--- config.mk ---
export PLATFORM = sky130hd
export DESIGN_NAME = seq_ctrl
export DESIGN_NICKNAME = d
export VERILOG_FILES = /design/src/rtl/rk16_pkg.sv /design/src/rtl/seq_ctrl.sv
export SDC_FILE = /design/constraint.sdc
export NUM_CORES = 1
export LEC_CHECK = 0
export ABC_CLOCK_PERIOD_IN_PS = 3500
export CAP_MARGIN = 30
export CORE_ASPECT_RATIO = 2
export CORE_MARGIN = 3
export CORE_UTILIZATION = 30
export DETAILED_ROUTE_END_ITERATION = 6
export HOLD_SLACK_MARGIN = 0.08
export PLACE_DENSITY_LB_ADDON = 0.15
export REMOVE_ABC_BUFFERS = 1
export SLEW_MARGIN = 20
export SYNTH_ARGS = -nofsm -noshare
export SYNTH_HDL_FRONTEND = slang
export SYNTH_SLANG_ARGS = --single-unit
--- constraint.sdc ---
create_clock -name clk -period 3.5 [get_ports clk]
set_input_delay 0.35 -clock clk [delete_from_list [all_inputs] [get_ports clk]]
set_output_delay 0.35 -clock clk [all_outputs]
set_load 0.005 [all_outputs]
--- src/rtl/rk16_pkg.sv ---
// Shared definitions for the rk16 sequencer: state encoding, one-hot stage codes
// and the default memory-wait limit.
package rk16_pkg;

    typedef enum logic [2:0] {
        ST_IDLE   = 3'd0,
        ST_FETCH  = 3'd1,
        ST_DECODE = 3'd2,
        ST_EXEC   = 3'd3,
        ST_MEM    = 3'd4,
        ST_WB     = 3'd5,
        ST_HALT   = 3'd6
    } state_t;

    localparam logic [3:0] STAGE_NONE = 4'b0000;
    localparam logic [3:0] STAGE_F    = 4'b0001;
    localparam logic [3:0] STAGE_D    = 4'b0010;
    localparam logic [3:0] STAGE_E    = 4'b0100;
    localparam logic [3:0] STAGE_W    = 4'b1000;

    localparam int unsigned MEM_TO_DEFAULT = 15;

    // EXEC and MEM share the execute stage code; IDLE and HALT show no stage.
    function automatic logic [3:0] stage_of(input state_t s);
        logic [3:0] code;
        case (s)
            ST_FETCH:  code = STAGE_F;
            ST_DECODE: code = STAGE_D;
            ST_EXEC:   code = STAGE_E;
            ST_MEM:    code = STAGE_E;
            ST_WB:     code = STAGE_W;
            default:   code = STAGE_NONE;
        endcase
        return code;
    endfunction

endpackage

--- src/rtl/seq_ctrl.sv ---
// Multi-cycle instruction sequencer: fetch/decode/execute/memory/writeback
// control with a bounded memory wait, HALT and interrupt entry at WB or HALT.
module seq_ctrl
    import rk16_pkg::*;
#(
    parameter int unsigned MEM_TO = MEM_TO_DEFAULT
) (
    input  logic        clk,
    input  logic        rst,
    input  logic        run,
    input  logic        op_mem,
    input  logic        op_store,
    input  logic        op_wb,
    input  logic        op_halt,
    input  logic        irq,
    input  logic        mem_ack,
    output logic [3:0]  stage,
    output logic        ir_en,
    output logic        pc_en,
    output logic        pc_intr,
    output logic        rf_we,
    output logic        mem_req,
    output logic        mem_we,
    output logic        halted,
    output logic        bus_err,
    output logic [15:0] instret
);

    // Counter value seen on the last permitted MEM cycle.
    localparam logic [3:0] WAIT_LAST = 4'(MEM_TO - 1);

    state_t      state_r;
    state_t      next_state_s;
    logic        timeout_s;
    logic        pc_intr_s;

    logic        op_mem_r;
    logic        op_store_r;
    logic        op_wb_r;
    logic        op_halt_r;
    logic [3:0]  wait_cnt_r;

    logic [3:0]  stage_r;
    logic        ir_en_r;
    logic        pc_en_r;
    logic        rf_we_r;
    logic        mem_req_r;
    logic        mem_we_r;
    logic        halted_r;
    logic        bus_err_r;
    logic [15:0] instret_r;

    // Next-state decode plus the interrupt-taken and timeout strobes.
    always_comb begin
        next_state_s = state_r;
        timeout_s    = 1'b0;
        pc_intr_s    = 1'b0;
        case (state_r)
            ST_IDLE: begin
                if (run) begin
                    next_state_s = ST_FETCH;
                end else begin
                    next_state_s = ST_IDLE;
                end
            end
            ST_FETCH: begin
                next_state_s = ST_DECODE;
            end
            ST_DECODE: begin
                if (op_halt) begin
                    next_state_s = ST_HALT;
                end else begin
                    next_state_s = ST_EXEC;
                end
            end
            ST_EXEC: begin
                if (op_mem_r) begin
                    next_state_s = ST_MEM;
                end else begin
                    next_state_s = ST_WB;
                end
            end
            ST_MEM: begin
                // An acknowledge on the final wait cycle still completes the access.
                if (mem_ack) begin
                    next_state_s = ST_WB;
                end else if (wait_cnt_r == WAIT_LAST) begin
                    timeout_s    = 1'b1;
                    next_state_s = ST_HALT;
                end else begin
                    next_state_s = ST_MEM;
                end
            end
            ST_WB: begin
                pc_intr_s = irq;
                if (run || irq) begin
                    next_state_s = ST_FETCH;
                end else begin
                    next_state_s = ST_IDLE;
                end
            end
            ST_HALT: begin
                if (irq) begin
                    pc_intr_s    = 1'b1;
                    next_state_s = ST_FETCH;
                end else begin
                    next_state_s = ST_HALT;
                end
            end
            default: begin
                next_state_s = ST_IDLE;
            end
        endcase
    end

    // State register.
    always_ff @(posedge clk or posedge rst) begin
        if (rst) begin
            state_r <= ST_IDLE;
        end else begin
            state_r <= next_state_s;
        end
    end

    // Capture the decoded operation while in DECODE.
    always_ff @(posedge clk or posedge rst) begin
        if (rst) begin
            op_mem_r   <= 1'b0;
            op_store_r <= 1'b0;
            op_wb_r    <= 1'b0;
            op_halt_r  <= 1'b0;
        end else if (state_r == ST_DECODE) begin
            op_mem_r   <= op_mem;
            op_store_r <= op_store;
            op_wb_r    <= op_wb;
            op_halt_r  <= op_halt;
        end else begin
            op_mem_r   <= op_mem_r;
            op_store_r <= op_store_r;
            op_wb_r    <= op_wb_r;
            op_halt_r  <= op_halt_r;
        end
    end

    // Memory wait counter; held at zero outside MEM so every entry starts fresh.
    always_ff @(posedge clk or posedge rst) begin
        if (rst) begin
            wait_cnt_r <= 4'd0;
        end else if (state_r == ST_MEM) begin
            wait_cnt_r <= wait_cnt_r + 4'd1;
        end else begin
            wait_cnt_r <= 4'd0;
        end
    end

    // Outputs are registered from the next state so they line up with state_r.
    always_ff @(posedge clk or posedge rst) begin
        if (rst) begin
            stage_r   <= STAGE_NONE;
            ir_en_r   <= 1'b0;
            pc_en_r   <= 1'b0;
            rf_we_r   <= 1'b0;
            mem_req_r <= 1'b0;
            mem_we_r  <= 1'b0;
            halted_r  <= 1'b0;
            bus_err_r <= 1'b0;
        end else begin
            stage_r   <= stage_of(next_state_s);
            ir_en_r   <= (next_state_s == ST_FETCH);
            pc_en_r   <= (next_state_s == ST_WB);
            rf_we_r   <= (next_state_s == ST_WB) && op_wb_r;
            mem_req_r <= (next_state_s == ST_MEM);
            mem_we_r  <= (next_state_s == ST_MEM) && op_store_r;
            halted_r  <= (next_state_s == ST_HALT);
            bus_err_r <= timeout_s;
        end
    end

    // Retired-instruction counter, advanced once per WB cycle.
    always_ff @(posedge clk or posedge rst) begin
        if (rst) begin
            instret_r <= 16'd0;
        end else if (state_r == ST_WB) begin
            instret_r <= instret_r + 16'd1;
        end else begin
            instret_r <= instret_r;
        end
    end

    // Interrupt vector selection must accompany the pc_en of the same cycle,
    // so the interrupt path is decoded directly from state and irq.
    assign stage   = stage_r;
    assign ir_en   = ir_en_r;
    assign pc_en   = pc_en_r | pc_intr_s;
    assign pc_intr = pc_intr_s;
    assign rf_we   = rf_we_r;
    assign mem_req = mem_req_r;
    assign mem_we  = mem_we_r;
    assign halted  = halted_r;
    assign bus_err = bus_err_r;
    assign instret = instret_r;

endmodule
==> results.sh <==
export IMPL_status="finished, final reports clean"
export IMPL_die_area_um2=6576
export IMPL_synth_top_cell_area_share_pct=55.22
export IMPL_finClkSkew_ns=0.004371
export IMPL_fin_cells=243
export IMPL_grt_pass1_vias=1229
export IMPL_synth_simple_area_share_pct=19.70
export IMPL_drt_pass1_iterations=4
export IMPL_drt_iter0_drc=16
export IMPL_dieHeight_um=111.7
export IMPL_yosysUniqueCellTypes=44
export IMPL_drc=0
export IMPL_row_count=37
export IMPL_finalCriticalPeriod_ns=2.326
export IMPL_ys_top_cells_by_area="dfrtp_1 55%, xnor2_1 4.7%, xor2_1 4.7%"
export IMPL_layout_area_overhead_vs_synth_pct=29.78
export IMPL_path_clk_slew_ns=0.07
export IMPL_seq_area_frac_synth_pct=55.22
export IMPL_clock_sinks=37
export IMPL_root_buffer="clkbuf_8"
export IMPL_crit_required_ns=3.15
export IMPL_rsz0062_at_grt="no"
export IMPL_muxShareOfSynthArea_pct=2.015
export IMPL_tns_ns=0
export IMPL_dpl_hpwl_mm=2.649
export IMPL_holdWs_ns=0.4694
export IMPL_start_kind="flip-flop"
export IMPL_antenna_found_initial=0
export IMPL_setup_viol=0
export IMPL_peakVddDrop_mv=0.4270
export IMPL_vias=1203
export IMPL_synth_xor_area_share_pct=9.403
export IMPL_nets=197
export IMPL_crit_type="flip-flop to output port"
export IMPL_synth_ff_type="dfrtp_1"
export IMPL_wire_per_inst_um=14.37
export IMPL_fin_crit_sh_pct=66.45
export IMPL_seq_area_um2=925.9
export IMPL_grt_max_degree=38
export IMPL_p_leak_nw=0.9887
export IMPL_critPathCaptureType="output port"
export IMPL_fp_dieW_um=58.86
export IMPL_critPathArrivalTime_ns=1.98
export IMPL_cts_setup_buffers=0
export IMPL_finalHoldViolCount=0
export IMPL_synth_compound_area_share_pct=8.209
export IMPL_dp_cells=236
export IMPL_max_cap_violations=0
export IMPL_maxSlewViolCount=0
export IMPL_cp_max_fo=18
export IMPL_tightest_slew_ns=0.5287
export IMPL_ff2ff_path_depth=4
export IMPL_gp_congestion=0.8151
export IMPL_syn_area_per_cell_um2=11.56
export IMPL_cts_htree_levels=2
export IMPL_cts_buffers=5
export IMPL_clock_latency_ns=0.28
export IMPL_synth_edf_count=0
export IMPL_port_buffers=36
export IMPL_fill_cells=535
export IMPL_grt_pass1_wl_mm=5.699
export IMPL_synthAdderAreaFrac_pct=2.239
export IMPL_io_pins=37
export IMPL_maxSlewHeadroom_pct=63.84
export IMPL_multi_input_area_um2=696.9
export IMPL_totalWireLength_mm=3.492
export IMPL_drtAntennaViolNets=0
export IMPL_drive_above_1_share_pct=9.189
export IMPL_via_per_inst=4.951
export IMPL_max_freq_mhz=430.0
export IMPL_synth_area_um2=1677
export IMPL_diodes=0
export IMPL_synth_area_leader_cell="dfrtp_1"
export IMPL_ys_ff_latch=37
export IMPL_synth_warning_count=0
export IMPL_cts_resized_gates=0
export IMPL_synth_async_reset_ratio_pct=100.0
export IMPL_overflow=0
export IMPL_start_util_pct=31.77
export IMPL_core_area_um2=5278
export IMPL_synth_top_family_by_area="simple AND/OR/NAND/NOR gates"
export IMPL_cts_tree="built"
export IMPL_cts_hold_buf=0
export IMPL_p_per_area_nw_per_um2=658.8
export IMPL_hold_path_class="input port to asynchronous set/reset pin"
export IMPL_grt_use_total_pct=11.35
export IMPL_netlist_instances=145
export IMPL_clockBufferDepth=2
critical path: stages, from the launching register on:
cell and delay (ns):
dfrtp_1 0.69, xnor2_1 0.20, nor2_1 0.08, or2_2 0.27
clkdlybuf4s50_1 0.45
power breakdown:
part	switching, mW	internal, mW	leakage (nW)	total [mW]
Sequential	0.134	0.529	0.494	0.663
Combinational	0.202	0.274	0.450	0.477
Clock	0.138	0.156	0.0443	0.294
Total	0.474	0.960	0.989	1.43
cell usage in the layout, fill, tap and decap left out, types with 4 or more instances in the layout:
cell	instances
dfrtp_1	37
clkdlybuf4s50_1	36
nor2_1	12
xor2_1	9
xnor2_1	9
nand2_1	8
inv_1	7
clkbuf_8	6
nand3_1	5
o21ai_0	4
nor3_1	4
through the flow:
stage	area (um2)	setup slack (ns)	power (mW)	util (%)
floorplan	1649	1.946	0.9236	-
global placement	2090	1.441	1.141	39.59
finish	2176	1.174	1.433	41.23
CTS	2176	1.156	1.463	41.23
global route	2176	1.048	1.537	41.23
detailed placement	2090	1.445	1.158	39.59
sequential cells by signal, summed over array words and instances (netlist names), 3 cells and up:
| name | flops |
|---|---|
| state_r | 3 |
| wait_cnt_r | 4 |
| stage | 4 |
| instret | 16 |
cell type report:
| class | count | share of cell area [%] |
|---|---|---|
| inverter | 7 | 1.208 |
| clock buffer | 7 | 3.968 |
| tap | 58 | 3.335 |
| timing repair buffer | 37 | 16.91 |
| sequential | 37 | 42.55 |
| multi-input combinational | 97 | 32.03 |
logic make-up (layout without fill, tap and decap cells):
family	count (synthesis)	count (layout)
mux	3	3
xor+xnor	18	18
flops	37	37
buf+inv	11	51
simple gates	55	55
fa+ha+maj	3	3
compound gates	18	18
routing by layer:
metal	vias up	global-route usage (%)	wire [um]
li1	576	-	-
met1	586	10.83	1277
met2	34	20.83	1962
met3	7	2.784	159
met4	0	6.203	93
met5	-	0	0
cells in the mapped netlist, types with 2 or more instances:
master	n
a21oi_1	2
a311oi_1	2
a32o_1	2
and2_1	2
and3_1	3
dfrtp_1	37
ha_1	3
inv_1	7
mux2_2	3
nand2_1	8
nand2b_1	2
nand3_1	5
nand3b_1	2
nand4_1	3
nor2_1	12
nor2b_1	2
nor3_1	4
o21ai_0	4
xnor2_1	9
xor2_1	9
worst paths after layout:
kind | from | to | slack (ns)
min reg2reg | instret[15] | instret[15] | 0.47
min | rst | mem_we | 0.47
max | state_r[0] | pc_en | 1.17
max reg2reg | state_r[0] | instret[9] | 1.67
max in group asynchronous | rst | bus_err | 2.69
min in group clk | instret[15] | instret[15] | 0.47
(Power assumes the default switching activity.)
